<file path="src/rtl/des_ks_pkg.sv">
// Shared constants and helpers for the DES key schedule: PC1/PC2 tables
// (1-based DES bit numbering, bit 1 = MSB), default shift schedule,
// schedule total helper, and the FSM state type.
package des_ks_pkg;

  localparam int ROUND_W = 4;

  typedef enum logic {IDLE, RUN} ks_state_e;

  // Standard DES rotate amounts 1,1,2,2,2,2,2,2,1,2,2,2,2,2,2,1; round 1 in the MSB field
  localparam logic [31:0] DES_SHIFT_SCHED = 32'h5AAA_6AA9;

  localparam int PC1_TAB [56] = '{
    57, 49, 41, 33, 25, 17,  9,
     1, 58, 50, 42, 34, 26, 18,
    10,  2, 59, 51, 43, 35, 27,
    19, 11,  3, 60, 52, 44, 36,
    63, 55, 47, 39, 31, 23, 15,
     7, 62, 54, 46, 38, 30, 22,
    14,  6, 61, 53, 45, 37, 29,
    21, 13,  5, 28, 20, 12,  4
  };

  localparam int PC2_TAB [48] = '{
    14, 17, 11, 24,  1,  5,
     3, 28, 15,  6, 21, 10,
    23, 19, 12,  4, 26,  8,
    16,  7, 27, 20, 13,  2,
    41, 52, 31, 37, 47, 55,
    30, 40, 51, 45, 33, 48,
    44, 49, 39, 56, 34, 53,
    46, 42, 50, 36, 29, 32
  };

  // Sum of the first 'rounds' schedule entries, modulo the 28-bit half width
  function automatic int sched_total(input logic [31:0] sched, input int rounds);
    int sum;
    sum = 0;
    for (int i = 0; i < 16; i++) begin
      if (i < rounds) sum += int'(sched[2*i +: 2]);
    end
    return sum % 28;
  endfunction

  // PC1: 64-bit key (parity bits dropped) to 56-bit {C,D}
  function automatic logic [55:0] pc1(input logic [63:0] k);
    logic [55:0] r;
    for (int i = 0; i < 56; i++) r[55-i] = k[64-PC1_TAB[i]];
    return r;
  endfunction

  // PC2: 56-bit {C,D} to 48-bit subkey
  function automatic logic [47:0] pc2(input logic [55:0] cd);
    logic [47:0] r;
    for (int i = 0; i < 48; i++) r[47-i] = cd[56-PC2_TAB[i]];
    return r;
  endfunction

  // 28-bit circular left rotate; used only with elaboration-time amounts
  function automatic logic [27:0] rotl28(input logic [27:0] x, input int n);
    logic [55:0] t;
    t = {x, x} << (n % 28);
    return t[55:28];
  endfunction

endpackage

</file>
<file path="src/rtl/des_key_schedule_stream_if.sv">
// Key-in / subkey-out handshake bundle for the streaming key schedule.
// master = key source and subkey consumer, slave = the key schedule.
interface des_key_schedule_stream_if;
  import des_ks_pkg::*;

  logic               key_valid;
  logic               key_ready;
  logic [63:0]        key;
  logic               decrypt;
  logic               sk_valid;
  logic               sk_ready;
  logic [47:0]        sk_data;
  logic [ROUND_W-1:0] sk_round;
  logic               sk_last;
  logic               busy;

  modport master (
    output key_valid, key, decrypt, sk_ready,
    input  key_ready, sk_valid, sk_data, sk_round, sk_last, busy
  );

  modport slave (
    input  key_valid, key, decrypt, sk_ready,
    output key_ready, sk_valid, sk_data, sk_round, sk_last, busy
  );

endinterface

</file>
<file path="src/rtl/des_ks_rotator.sv">
// 28-bit circular rotator for one key half: dir 0 = left, 1 = right,
// amount 0..2 (0 passes the half through unchanged).
module des_ks_rotator
  import des_ks_pkg::*;
(
  input  logic [27:0] value,
  input  logic        dir,
  input  logic [1:0]  amt,
  output logic [27:0] result
);

  // Select the rotated half by direction and amount
  always_comb begin
    result = value;
    case (amt)
      2'd1:    result = dir ? {value[0], value[27:1]}   : {value[26:0], value[27]};
      2'd2:    result = dir ? {value[1:0], value[27:2]} : {value[25:0], value[27:26]};
      default: result = value;
    endcase
  end

endmodule

</file>
<file path="src/rtl/des_key_schedule_stream.sv">
// Streaming DES key schedule: loads a key, then emits one PC2 subkey per
// accepted beat in encrypt (K1..Kn) or decrypt (Kn..K1) order, with
// back-pressure and zero-bubble reload on the last beat.
module des_key_schedule_stream
  import des_ks_pkg::*;
#(
  parameter int                  ROUNDS      = 16,
  parameter logic [2*ROUNDS-1:0] SHIFT_SCHED = DES_SHIFT_SCHED
) (
  input  logic                     clk,
  input  logic                     rst,
  des_key_schedule_stream_if.slave bus
);

  // Load rotations: first schedule entry for encrypt, whole-schedule total for decrypt
  localparam int ENC_LOAD = int'(SHIFT_SCHED[2*ROUNDS-2 +: 2]);
  localparam int DEC_LOAD = sched_total(32'(SHIFT_SCHED), ROUNDS);
  localparam logic [ROUND_W-1:0] PENULT = (ROUNDS >= 2) ? ROUND_W'(ROUNDS - 2) : '0;
  localparam logic FIRST_IS_LAST = (ROUNDS == 1);

  if (ROUNDS < 1 || ROUNDS > 16) begin : g_bad_rounds
    $error("des_key_schedule_stream: ROUNDS must be in 1..16");
  end

  for (genvar g = 0; g < ROUNDS; g++) begin : g_chk
    if (SHIFT_SCHED[2*g +: 2] == 2'd3) begin : g_bad_shift
      $error("des_key_schedule_stream: SHIFT_SCHED entries must be 0..2");
    end
  end

  ks_state_e          state;
  logic [27:0]        c_reg, d_reg;
  logic [27:0]        c_step, d_step;
  logic [27:0]        c_load, d_load;
  logic [55:0]        pc1_key;
  logic [ROUND_W-1:0] round_cnt;
  logic               valid_reg, last_reg, busy_reg, mode_reg;
  logic               key_rdy, accept, take;
  logic [1:0]         enc_tab [16];
  logic [1:0]         dec_tab [16];
  logic [1:0]         step_amt;

  // Per-position step amounts, indexed by the current 0-based stream position.
  // Encrypt moves K(p+1) -> K(p+2) using entry p+2; decrypt moves K(n-p) -> K(n-p-1)
  // using entry n-p, which sits at bit 2*p of the schedule.
  for (genvar g = 0; g < 16; g++) begin : g_tab
    if (g + 2 <= ROUNDS) begin : g_enc
      assign enc_tab[g] = SHIFT_SCHED[2*(ROUNDS-g-2) +: 2];
    end else begin : g_enc_none
      assign enc_tab[g] = 2'd0;
    end
    if (g < ROUNDS) begin : g_dec
      assign dec_tab[g] = SHIFT_SCHED[2*g +: 2];
    end else begin : g_dec_none
      assign dec_tab[g] = 2'd0;
    end
  end

  assign pc1_key = pc1(bus.key);
  assign c_load  = bus.decrypt ? rotl28(pc1_key[55:28], DEC_LOAD) : rotl28(pc1_key[55:28], ENC_LOAD);
  assign d_load  = bus.decrypt ? rotl28(pc1_key[27:0], DEC_LOAD)  : rotl28(pc1_key[27:0], ENC_LOAD);

  assign step_amt = mode_reg ? dec_tab[round_cnt] : enc_tab[round_cnt];

  des_ks_rotator u_rot_c (
    .value  (c_reg),
    .dir    (mode_reg),
    .amt    (step_amt),
    .result (c_step)
  );

  des_ks_rotator u_rot_d (
    .value  (d_reg),
    .dir    (mode_reg),
    .amt    (step_amt),
    .result (d_step)
  );

  // A key is taken when idle or in the same cycle the last subkey is consumed
  assign key_rdy = !rst && ((state == IDLE) || (last_reg && bus.sk_ready));
  assign accept  = bus.key_valid && key_rdy;
  assign take    = valid_reg && bus.sk_ready;

  // Control FSM plus C/D state; accept takes priority so a last-beat reload has no gap
  always_ff @(posedge clk) begin
    if (rst) begin
      state     <= IDLE;
      valid_reg <= 1'b0;
      busy_reg  <= 1'b0;
      last_reg  <= 1'b0;
      round_cnt <= '0;
      mode_reg  <= 1'b0;
      c_reg     <= '0;
      d_reg     <= '0;
    end else if (accept) begin
      state     <= RUN;
      valid_reg <= 1'b1;
      busy_reg  <= 1'b1;
      last_reg  <= FIRST_IS_LAST;
      round_cnt <= '0;
      mode_reg  <= bus.decrypt;
      c_reg     <= c_load;
      d_reg     <= d_load;
    end else if (take) begin
      if (last_reg) begin
        state     <= IDLE;
        valid_reg <= 1'b0;
        busy_reg  <= 1'b0;
        last_reg  <= 1'b0;
        round_cnt <= '0;
      end else begin
        round_cnt <= round_cnt + ROUND_W'(1);
        last_reg  <= (round_cnt == PENULT);
        c_reg     <= c_step;
        d_reg     <= d_step;
      end
    end
  end

  assign bus.key_ready = key_rdy;
  assign bus.sk_valid  = valid_reg;
  assign bus.sk_data   = pc2({c_reg, d_reg});
  assign bus.sk_round  = round_cnt;
  assign bus.sk_last   = last_reg;
  assign bus.busy      = busy_reg;

endmodule

</file>
<file path="src/flat_wrapper.sv">
// flat-port wrapper written by rule: the top's interface ports become plain ports
module des_key_schedule_stream_flat import des_ks_pkg::*;
#(
  parameter int                  ROUNDS      = 16,
  parameter logic [2*ROUNDS-1:0] SHIFT_SCHED = DES_SHIFT_SCHED
)
  (clk, rst, bus_key_valid, bus_key, bus_decrypt, bus_sk_ready, bus_key_ready, bus_sk_valid, bus_sk_data, bus_sk_round, bus_sk_last, bus_busy);
  des_key_schedule_stream_if bus_i ();
  input  logic clk;
  input  logic rst;
  input wire logic [$bits(bus_i.key_valid)-1:0] bus_key_valid;
  input wire logic [$bits(bus_i.key)-1:0] bus_key;
  input wire logic [$bits(bus_i.decrypt)-1:0] bus_decrypt;
  input wire logic [$bits(bus_i.sk_ready)-1:0] bus_sk_ready;
  output wire logic [$bits(bus_i.key_ready)-1:0] bus_key_ready;
  output wire logic [$bits(bus_i.sk_valid)-1:0] bus_sk_valid;
  output wire logic [$bits(bus_i.sk_data)-1:0] bus_sk_data;
  output wire logic [$bits(bus_i.sk_round)-1:0] bus_sk_round;
  output wire logic [$bits(bus_i.sk_last)-1:0] bus_sk_last;
  output wire logic [$bits(bus_i.busy)-1:0] bus_busy;
  assign bus_i.key_valid = bus_key_valid;
  assign bus_i.key = bus_key;
  assign bus_i.decrypt = bus_decrypt;
  assign bus_i.sk_ready = bus_sk_ready;
  assign bus_key_ready = bus_i.key_ready;
  assign bus_sk_valid = bus_i.sk_valid;
  assign bus_sk_data = bus_i.sk_data;
  assign bus_sk_round = bus_i.sk_round;
  assign bus_sk_last = bus_i.sk_last;
  assign bus_busy = bus_i.busy;
  des_key_schedule_stream #(.ROUNDS(ROUNDS), .SHIFT_SCHED(SHIFT_SCHED)) u_core (.clk(clk), .rst(rst), .bus(bus_i));
endmodule
</file>
<file path="config.mk">
export PLATFORM = sky130hd
export DESIGN_NAME = des_key_schedule_stream_flat
export DESIGN_NICKNAME = d
export VERILOG_FILES = /design/src/rtl/des_ks_pkg.sv /design/src/rtl/des_key_schedule_stream_if.sv /design/src/rtl/des_ks_rotator.sv /design/src/rtl/des_key_schedule_stream.sv /design/src/flat_wrapper.sv
export SDC_FILE = /design/constraint.sdc
export NUM_CORES = 1
export LEC_CHECK = 0
export BUFFER_PORTS_ARGS = -buffer_cell sky130_fd_sc_hd__buf_2
export CAP_MARGIN = 10
export CELL_PAD_IN_SITES_DETAIL_PLACEMENT = 1
export CELL_PAD_IN_SITES_GLOBAL_PLACEMENT = 1
export CORE_ASPECT_RATIO = 1.75
export CORE_UTILIZATION = 44
export DETAILED_ROUTE_END_ITERATION = 8
export PLACE_DENSITY_LB_ADDON = 0.15
export SKIP_LAST_GASP = 1
export SLEW_MARGIN = 15
export SYNTH_ARGS = -nofsm -noshare
export SYNTH_HDL_FRONTEND = slang
export SYNTH_SLANG_ARGS = --single-unit
export TNS_END_PERCENT = 5
</file>
<file path="constraint.sdc">
create_clock -name clk -period 2.9 [get_ports clk]
set_input_delay 0.29 -clock clk [delete_from_list [all_inputs] [get_ports clk]]
set_output_delay 0.29 -clock clk [all_outputs]
set_load 0.03 [all_outputs]
</file>
Word-level counts from Yosys, hierarchy flattened
Memory sizes are Yosys's and may differ from the RTL's.
Index checks and enable logic that the tools add are counted.
- memory bits (read-only): 64
- register bits: 63
- memories: 2
- output and inout port bits: 56
- memories (memory ; words ; width ; read ports ; clocked after memory_dff ; wr ports ; line ; text):
    (name not given) ; 16 ; 2 ; 1 ; 0 ; 0 ; des_key_schedule_stream.sv:63 ; assign step_amt = mode_reg ? dec_tab[round_cnt] : enc_tab[round_cnt];
    (name not given) ; 16 ; 2 ; 1 ; 0 ; 0 ; des_key_schedule_stream.sv:63 ;
- reductions and logical operators: 12
- magnitude comparators: 1
- multiplexer cells: 24
- eq/ne operators: 4
- bitwise gates (word level): 2
- add/sub/neg operators: 1
- operators by type and width (operator ; number):
    2-to-1 mux 28 bit ; 12
    case mux 28 bit (2 select lines) ; 2
    2-to-1 mux 2 bit ; 5
    greater-or-equal comparator 5 bit (second input constant) ; 1
    NOT 4 -> 5 bit ; 1
    adder 4 x 1 -> 4 bit (second input constant) ; 1
    equality test 4 bit (second input constant) ; 1
    logical AND 1 bit ; 4
    2-to-1 mux 1 bit ; 4
    2-to-1 mux 4 bit ; 1
    nonzero test 2 bit ; 2
    AND reduction 3 bit ; 1
    nonzero test 3 bit ; 1
    equality test 2 x 1 -> 1 bit (second input constant) ; 1
    equality test 2 bit (second input constant) ; 1
    != test 2 bit (second input constant) ; 1
    AND reduction 2 bit ; 1
    OR reduction 2 bit ; 1
    logical NOT 1 bit ; 1
    logical OR 1 bit ; 1
    NOT 1 bit ; 1

Depth between registers and ports, before layout
Gate-level depths: netlist of run 1.
- depth in word-level cells: 10
- gate-level depth with buffers: 11

Cells and area by module
From an unflattened synthesis of run 1, not the netlist that was laid out.
- cells, all modules: 672
- area total of the unflattened synthesis: 6303.5 sq um
- by module, submodules not included (module ; cells an instance ; area an instance (sq um) ; instances):
    des_key_schedule_stream ; 350 ; 3806.2 ; 1
    des_ks_rotator ; 161 ; 1248.7 ; 2

Least setup slack after synthesis of run 1
No wires, ideal clock.
- path type: reg-to-reg
- from: register u_core.round_cnt[0] (netlist: u_core.bus.sk_round[0])
- to: register u_core.c_reg[17]
- slack: 0.346 ns
- library setup time: 0.129 ns
- required time: 2.771 ns
- arrival: 2.425 ns
- clock period less this slack: 2.554 ns
- stages on the path, launching flop included: 11
- path through: dfxtp_1 > inv_1 > ha_1 > mux2_2 > a31oi_1 > ha_1 > buf_4 > buf_2 > mux4_2 > o21bai_1 > a221oi_2
- word-level cells in the longest chain between the ends: 10
- elaborated cells on any way between the ends: 16
- those cells by class: 2 x eq/ne; 9 x mux; 1 x bitwise; 2 x reduce/logical; 2 x memory
- ends and longest elaborated chain (element ; line ; text):
    start, declared ; des_key_schedule_stream.sv:36 ; logic [ROUND_W-1:0] round_cnt;
    start signal, assigned ; des_key_schedule_stream.sv:112 ; round_cnt <= round_cnt + ROUND_W'(1);
    NOT 4 -> 5 bit (not written as such) * ; des_key_schedule_stream.sv:63 ;
    memory (16 x 2 bit) ; - ;
    2-to-1 mux 2 bit (not written as such) (2 in a row) ; des_key_schedule_stream.sv:63 ;
    2-to-1 mux 2 bit * ; des_key_schedule_stream.sv:63 ;
    equality test 2 bit / equality test 2 x 1 -> 1 bit (equally long branches) ; des_ks_rotator.sv:15 ; case (amt)
    case mux 28 bit (2 select lines) ; des_ks_rotator.sv:15 ;
    2-to-1 mux 28 bit ; des_key_schedule_stream.sv:105 ; if (last_reg) begin
    2-to-1 mux 28 bit ; des_key_schedule_stream.sv:104 ; end else if (take) begin
    2-to-1 mux 28 bit ; des_key_schedule_stream.sv:95 ; end else if (accept) begin
    end signal, assigned ; des_key_schedule_stream.sv:102 ; c_reg <= c_load;
    end signal, assigned ; des_key_schedule_stream.sv:114 ; c_reg <= c_step;
    end, declared ; des_key_schedule_stream.sv:32 ; logic [27:0] c_reg, d_reg;
Every way passes the cells marked *; elsewhere a longest branch is shown, timed or not. The select of a mux whose other input is x is not followed.
A chain may end at the register's enable or synchronous reset.

Final worst setup path of run 1
- from: register u_core.round_cnt[0] (netlist: u_core.bus.sk_round[0])
- to: register u_core.d_reg[25]
- word-level cells in the longest chain between the ends: 10
- elaborated cells on any way between the ends: 16
- those cells by class: 2 x eq/ne; 9 x mux; 1 x bitwise; 2 x reduce/logical; 2 x memory
- ends and longest elaborated chain (element ; line ; text):
    NOT 4 -> 5 bit (not written as such) * ; des_key_schedule_stream.sv:63 ;
    memory (16 x 2 bit) ; - ;
    2-to-1 mux 2 bit (not written as such) (2 in a row) ; des_key_schedule_stream.sv:63 ;
    2-to-1 mux 2 bit * ; des_key_schedule_stream.sv:63 ;
    equality test 2 bit / equality test 2 x 1 -> 1 bit (equally long branches) ; des_ks_rotator.sv:15 ;
    case mux 28 bit (2 select lines) ; des_ks_rotator.sv:15 ;
    2-to-1 mux 28 bit ; des_key_schedule_stream.sv:105 ;
    2-to-1 mux 28 bit ; des_key_schedule_stream.sv:104 ;
    2-to-1 mux 28 bit ; des_key_schedule_stream.sv:95 ;
    end signal, assigned ; des_key_schedule_stream.sv:103 ; d_reg <= d_load;
    end signal, assigned ; des_key_schedule_stream.sv:115 ; d_reg <= d_step;
    end, declared ; des_key_schedule_stream.sv:32 ;
Marks and branches as above.

==> results of run 1 <==
==> path summary, 6_finish.rpt <==
check                                 startpoint                            end  slack [ns]  cells past startpoint
max          u_core.bus.sk_round[0]$_SDFFE_PP0P_  u_core.d_reg[25]$_SDFFE_PP0P_        0.26                      9
min                                bus_key_valid      u_core.state$_SDFFE_PP0P_        0.22                      3
max reg2reg  u_core.bus.sk_round[0]$_SDFFE_PP0P_  u_core.d_reg[25]$_SDFFE_PP0P_        0.26                      9
min reg2reg         u_core.c_reg[3]$_SDFFE_PP0P_   u_core.c_reg[3]$_SDFFE_PP0P_        0.52                      2
==> Yosys cell counts (all sizes together) (2+ instances only) <==
library cell and number:
a21oi 2, buf 86, ha 6, a31oi 3
mux2i 59, nor3 2, mux4 56, nand2b 2
a221oi 56, nor2 9, nand2 2, clkbuf 9
inv 58, mux2 2, o21bai 57, dfxtp 63
==> stage by stage <==
step | power, mW | std cells | cell area, um^2 | setup WS (ns) | utilization, %
after floorplan | 1.91 | 484 | 5570 | 0.346 | -
after detailed placement | 2.08 | 683 | 5860 | 0.206 | 47.1
after CTS | 3.16 | 699 | 6150 | 0.192 | 49.5
after global routing | 3.27 | 699 | 6150 | 0.0476 | 49.5
after global placement | 2.05 | 683 | 5860 | 0.304 | 47.1
final | 3.12 | 699 | 6150 | 0.263 | 49.5
==> worst max-delay path, stage by stage (launching register included) <==
cell and delay [ns]:
sky130_fd_sc_hd__dfxtp_1 0.44, sky130_fd_sc_hd__inv_1 0.12, sky130_fd_sc_hd__ha_1 0.22, sky130_fd_sc_hd__mux2_2 0.26
sky130_fd_sc_hd__a31oi_1 0.18, sky130_fd_sc_hd__ha_2 0.29, sky130_fd_sc_hd__nand4bb_4 0.24, sky130_fd_sc_hd__o21a_4 0.24
sky130_fd_sc_hd__buf_12 0.21, sky130_fd_sc_hd__a221oi_1 0.32
==> kinds of logic after synthesis <==
kind of cell               synth area share, %
buffers and inverters                     16.2
muxes                                     33.6
and+or+nand+nor                           2.11
adders and majority gates                 1.35
AOI/OAI and AO/OA                         24.1
DFF                                       22.6
==> final cells by class <==
cell class / count / area (um^2)
Clock buffer: 13 / 280
Sequential cell: 63 / 1260
Clock inverter: 3 / 15.0
Multi-Input combinational cell: 268 / 3440
Inverter: 58 / 218
Tap cell: 168 / 210
Fill cell: 1396 / 6280
Timing Repair Buffer: 126 / 721
==> per-layer routing <==
metal  share of wire [%]  up-vias  global-route usage [%]
li1                    -     1904                       -
met1                  39     2215                    26.6
met2                  55       96                    43.7
met3                 3.4       20                    3.76
met4                 1.9        0                    7.83
met5                   0        -                       0
==> power breakdown <==
group          switching (mW)  internal [mW]
Combinational           0.516          0.430
Clock                   0.401          0.668
Sequential              0.148          0.956
Total                    1.07           2.05
==> implementation parameters, run 1 <==
Parameter                              Value

Critical path
  Critical path launch point type ... flip-flop
  Type of the worst setup path ... reg2reg
  Crit path DAT ... 2.86 ns
  Biggest fanout along the worst timing path ... 28
  Capturing element type of the critical path ... flip-flop
  CP Data Required Time ... 3.12 ns

Clock network
  Clock slew seen by the registers of the worst setup and hold paths ... 0.06 ns
  Num CTS Buffers ... 9
  Post-cts hold buffer count ... 0
  H-tree depth ... 3
  TritonCTS clock tree ... built
  Clock insertion delay at the later pin of the skew report ... 0.33 ns
  CTS max path bufs ... 2
  Setup Buffers After CTS ... 0
  Clock tree root buffer cell ... sky130_fd_sc_hd__clkbuf_16
  Number of gates resized after CTS ... 0
  Total number of clock tree sinks ... 63

Detailed routing
  Pre-antenna DRT Iters ... 4
  Total via count in the routed design ... 4235
  Via-per-instance ratio ... 6.06
  Wirelength per Cell ... 21.1 um
  Remaining routing DRC violations ... 0
  Final routed wirelength across all metal layers ... 14800 um
  Initial drt markers ... 131
  Number of nets still failing antenna checks after routing ... 0

Layout
  Final #Nets ... 601
  Area Overhead vs Synth ... 10.4%
  Final antenna diode count ... 0
  Most used cells in the layout excluding fill and tap cells ... 115 x sky130_fd_sc_hd__buf_2, 62 x sky130_fd_sc_hd__dfxtp_1, 59 x sky130_fd_sc_hd__mux2i_1
  Fraction of final layout cells sized beyond drive strength 1 ... 51.0%
  Most common cell after layout, fill and taps aside ... sky130_fd_sc_hd__buf_2

Synthesis
  Most used DFF post-synth ... sky130_fd_sc_hd__dfxtp_1
  Register area share after synthesis ... 22.6%
  Cell taking the most area after synthesis ... sky130_fd_sc_hd__dfxtp_1
  Net count of the mapped netlist ... 559
  Proportion of register bits with asynchronous set or reset after synthesis ... 0%
  Number of enable-type register cells in the synthesized netlist ... 0
  Count of unique library cells instantiated by Yosys ... 33
  Main area contributors after synthesis ... sky130_fd_sc_hd__dfxtp_1 23%, sky130_fd_sc_hd__mux4_2 23%, sky130_fd_sc_hd__a221oi_2 12%, sky130_fd_sc_hd__mux2i_1 11%, sky130_fd_sc_hd__buf_4 7.4%
  Count of state elements after synthesis ... 63
  Netlist Area Pre-Place ... 5570 um^2
  Avg Synthesized Cell Area ... 11.5 um^2
  Share of the synthesized area in the top cell type ... 22.6%
  Cell count after synthesis ... 484
  Ys Warns ... 0

Placement
  Routability Congestion ... 0.735
  HPWL reported at the end of detailed placement ... 10300 um
  Count of port buffers added during placement ... 116

Status
  Outcome ... complete, no violations

STA
  Worst hold slack across all endpoints ... 0.218 ns
  Worst Max-Slew Pin Slew ... 1.01 ns
  Final min period ... 2.64 ns
  Final worst path period share ... 90.9%
  Slew Viols, Final ... 0
  Setup TNS ... 0 ns
  Max Freq ... 379 MHz
  Number of failing hold endpoints at the final stage ... 0
  Number of setup violations in the final report ... 0
  RSZ-0062 raised after global routing ... false
  Clock skew ... 0.00317 ns
  Worst relative slew slack ... 32.7%

Global route
  Antenna violations before repair ... 0
  First-pass GRT wire length ... 23600 um
  GRT Residual Overflow ... 0
  Maximum number of pins on one net before global-route repair ... 64
  All-layer global routing usage ... 23.5%
  Vias in the first global route ... 4392

Floorplan
  Starting utilization of the core area ... 44.8%
  Core Footprint ... 12400 um^2
  Io pins ... 125
  Count of standard-cell rows ... 54
  Total Die Area ... 13100 um^2
  Horizontal die dimension ... 87.1 um
  Die outline height ... 151 um

Run
  Number of max-cap violations ... 0

Pwr
  Power density normalized to cell area ... 507 nW/um^2
  Maximum vdd ir drop ... 0.259 mV
  Leak pwr ... 2.47 nW

Min path
  Worst min path class ... in2reg
No activity file was read; power rests on OpenSTA's default activity.
==> inputs of run 2 (changes only) <==
Settings changed: PLACE_DENSITY_LB_ADDON 0.15 to 0.1.
==> run 2 against run 1 <==
  * Fmax fell by 4.6%
  * Register-to-register slack got worse by 0.13 ns
  * Global-route usage rose by 0.23 points
  * Critical path type unchanged
  * Critical path depth did not move
==> implementation parameters, run 2 (synthesis gave the netlist of run 1 again) <==
Parameter                              Value

Placement
  Post-detailed-placement cell area ... 5860 um^2 (unchanged)
  Routability Congestion ... 0.710 (-3.3%)
  Post-placement cell count ... 688 (+0.73%)
  HPWL reported at the end of detailed placement ... 10300 um (+0.19%)
  Count of port buffers added during placement ... 116 (unchanged)

STA
  Number of setup violations in the final report ... 0 (unchanged)
  Worst relative slew slack ... 31.7% (-1.0 points)
  Slew Viols, Final ... 0 (unchanged)
  Final worst path period share ... 95.3% (+4.4 points)
  Number of failing hold endpoints at the final stage ... 0 (unchanged)
  Setup TNS ... 0 ns (unchanged)
  Final min period ... 2.76 ns (+0.127 ns)
  RSZ-0062 raised after global routing ... true
  Clock skew ... 0.00939 ns (+0.00622 ns)
  Max Freq ... 362 MHz (-4.6%)
  Worst Max-Slew Pin Slew ... 1.02 ns (+0.0149 ns)

Critical path
  CP Data Required Time ... 3.14 ns (+0.02 ns)
  Critical-path cell list ... inv_1, ha_1, mux2i_1, nor2_1, a31oi_1, ha_2, nand4bb_4, o21a_2, a221oi_2
  Setup slack of the most critical reg-to-reg path ... 0.14 ns (-0.13 ns)
  Last element of the critical path ... u_core.c_reg[17]$_SDFFE_PP0P_
  Crit-path max cell delay ... 0.49 ns (+0.05 ns)
  Cell family with the largest share of critical-path delay ... compound AO/OA/AOI/OAI gates
  Biggest fanout along the worst timing path ... 28 (unchanged)
  Reg-to-reg startpoint ... u_core.bus.sk_round[1]$_SDFFE_PP0P_
  Critical path launch point type ... flip-flop
  Depth of the worst register-to-register path ... 9 (unchanged)
  Slowest stage cell, crit path ... sky130_fd_sc_hd__o21a_2
  Type of the worst setup path ... reg2reg
  Cell depth of the worst setup path ... 9 (unchanged)
  Worst r2r dst ... u_core.c_reg[17]$_SDFFE_PP0P_
  Crit path DAT ... 3.01 ns (+0.15 ns)
  Start point of the critical path ... u_core.bus.sk_round[1]$_SDFFE_PP0P_
  Capturing element type of the critical path ... flip-flop
  Buffering stage count on the worst path with inverters included ... 1 (-1)

Detailed routing
  Pre-antenna DRT Iters ... 4 (unchanged)
  Via-per-instance ratio ... 5.98 (-1.3%)
  Remaining routing DRC violations ... 0 (unchanged)
  Number of nets still failing antenna checks after routing ... 0 (unchanged)
  Wirelength per Cell ... 21.7 um (+2.8%)
  Final routed wirelength across all metal layers ... 15300 um (+3.9%)
  Total via count in the routed design ... 4222 (-0.31%)
  Initial drt markers ... 102 (-22%)

Floorplan
  Starting utilization of the core area ... 44.8% (unchanged)
  Total Die Area ... 13100 um^2 (unchanged)
  Horizontal die dimension ... 87.1 um (unchanged)
  Count of standard-cell rows ... 54 (unchanged)
  Core Footprint ... 12400 um^2 (unchanged)
  Die outline height ... 151 um (unchanged)
  Io pins ... 125 (unchanged)

Min path
  Worst min path class ... in2reg

Global route
  GRT Residual Overflow ... 0 (unchanged)
  Maximum number of pins on one net before global-route repair ... 64 (unchanged)
  First-pass GRT wire length ... 23900 um (+1.4%)
  Antenna violations before repair ... 1 (+1)
  Vias in the first global route ... 4411 (+0.43%)
  All-layer global routing usage ... 23.7% (+0.23 points)

Clock network
  Num CTS Buffers ... 9 (unchanged)
  Clock insertion delay at the later pin of the skew report ... 0.33 ns (about the same)
  Total number of clock tree sinks ... 63 (unchanged)
  Clock slew seen by the registers of the worst setup and hold paths ... 0.06 ns (about the same)
  TritonCTS clock tree ... built
  Clock tree root buffer cell ... sky130_fd_sc_hd__clkbuf_16
  CTS max path bufs ... 2 (unchanged)
  Post-cts hold buffer count ... 0 (unchanged)
  H-tree depth ... 3 (unchanged)

Run
  Number of max-cap violations ... 0 (unchanged)

Pwr
  Leak pwr ... 2.47 nW (about the same)
  Maximum vdd ir drop ... 0.303 mV (+17%)
  Total power ... 3.10 mW (-0.52%)
  Power density normalized to cell area ... 504 nW/um^2 (-0.54%)

Status
  Outcome ... complete, no violations

Layout
  Final #Nets ... 607 (+1.0%)
  Multi-input gate area ... 3450 um^2 (+0.25%)
  Most common cell after layout, fill and taps aside ... sky130_fd_sc_hd__buf_2
  Area Overhead vs Synth ... 10.4% (about the same)
  Post-Layout Cell Count ... 706 (+1.0%)
  Sequential Area ... 1260 um^2 (unchanged)
  Fraction of final layout cells sized beyond drive strength 1 ... 51.6% (+0.55 points)
  Filler cells ... 1395 (-0.072%)
  Most used cells in the layout excluding fill and tap cells ... 115 x sky130_fd_sc_hd__buf_2, 62 x sky130_fd_sc_hd__dfxtp_1, 59 x sky130_fd_sc_hd__mux2i_1
  Finished Cell Area ... 6150 um^2 (about the same)
-- run 2: cell types whose count changed in the layout (fill, tap and decap cells not counted) --
cell                         previous run  this run
sky130_fd_sc_hd__clkinvlp_4             0         3
sky130_fd_sc_hd__buf_4                  6        14
sky130_fd_sc_hd__clkinv_2               3         2
sky130_fd_sc_hd__diode_2                0         1
sky130_fd_sc_hd__clkbuf_8               4         2
sky130_fd_sc_hd__o21a_2                 0         1
sky130_fd_sc_hd__buf_12                 5         2
-- run 2: worst register-to-register path, delay by kind of cell (launching register included) --
kind,cells,cell delay [ns]
AOI/OAI and AO/OA,3,1.07
adders and majority gates,2,0.51
buffers and inverters,1,0.12
DFF,1,0.48
muxes,1,0.15
and+or+nand+nor,2,0.36
-- run 2: how the worst min path moves through the flow --
stage / start / to / slack (ns) / depth (start not counted)
after CTS: bus_key_valid / u_core.state$_SDFFE_PP0P_ / 0.21 / 3
after global routing: bus_key_valid / u_core.state$_SDFFE_PP0P_ / 0.27 / 3
final: bus_key_valid / u_core.state$_SDFFE_PP0P_ / 0.22 / 3
after global placement: u_core.d_reg[2]$_SDFFE_PP0P_ / u_core.d_reg[2]$_SDFFE_PP0P_ / 0.49 / 2
after floorplan: bus_key_valid / u_core.state$_SDFFE_PP0P_ / 0.41 / 2
after detailed placement: u_core.d_reg[21]$_SDFFE_PP0P_ / u_core.d_reg[21]$_SDFFE_PP0P_ / 0.50 / 2
-- run 2: final cells by class --
type	count	area share (%)
diodes	1	0.0407
clock buffers	11	4.11
repair buffers	131	11.7
multi-input cells	269	56.1
clock inverters	5	0.529
flip-flops and latches	63	20.6
inverters	58	3.54
well taps	168	3.42
-- run 2: repair_timing --
action	CTS	global route
gates resized for setup	0	0
endpoints found under the setup margin	0	22
hold endpoints to repair	0	0
buffers inserted	0	0
-- run 2: routing by layer --
| layer | global-route usage [%] | vias to the layer above | wire length, um |
|---|---|---|---|
| met1 | 26.7 | 2202 | 5980 |
| met4 | 7.83 | 0 | 226 |
| met5 | 0 | - | 0 |
| li1 | - | 1915 | - |
| met3 | 3.60 | 15 | 473 |
| met2 | 44.5 | 90 | 8670 |
-- run 2: stage by stage --
stage | setup WS [ns] | util (%) | hold WS (ns)
final | 0.136 | 49.5 | 0.219
after global routing | -0.0291 | 49.5 | 0.268
after CTS | 0.0641 | 49.4 | 0.207
after detailed placement | 0.0870 | 47.1 | 0.504
after global placement | 0.215 | 47.1 | 0.495
after floorplan | 0.346 | - | 0.411
-- run 2: power by group --
part | leakage, nW | total [mW] | switching [mW] | internal, mW
clock | 0.134 | 1.05 | 0.427 | 0.622
sequential | 0.520 | 1.10 | 0.149 | 0.956
combinational | 1.81 | 0.949 | 0.522 | 0.427
total | 2.47 | 3.10 | 1.10 | 2.01
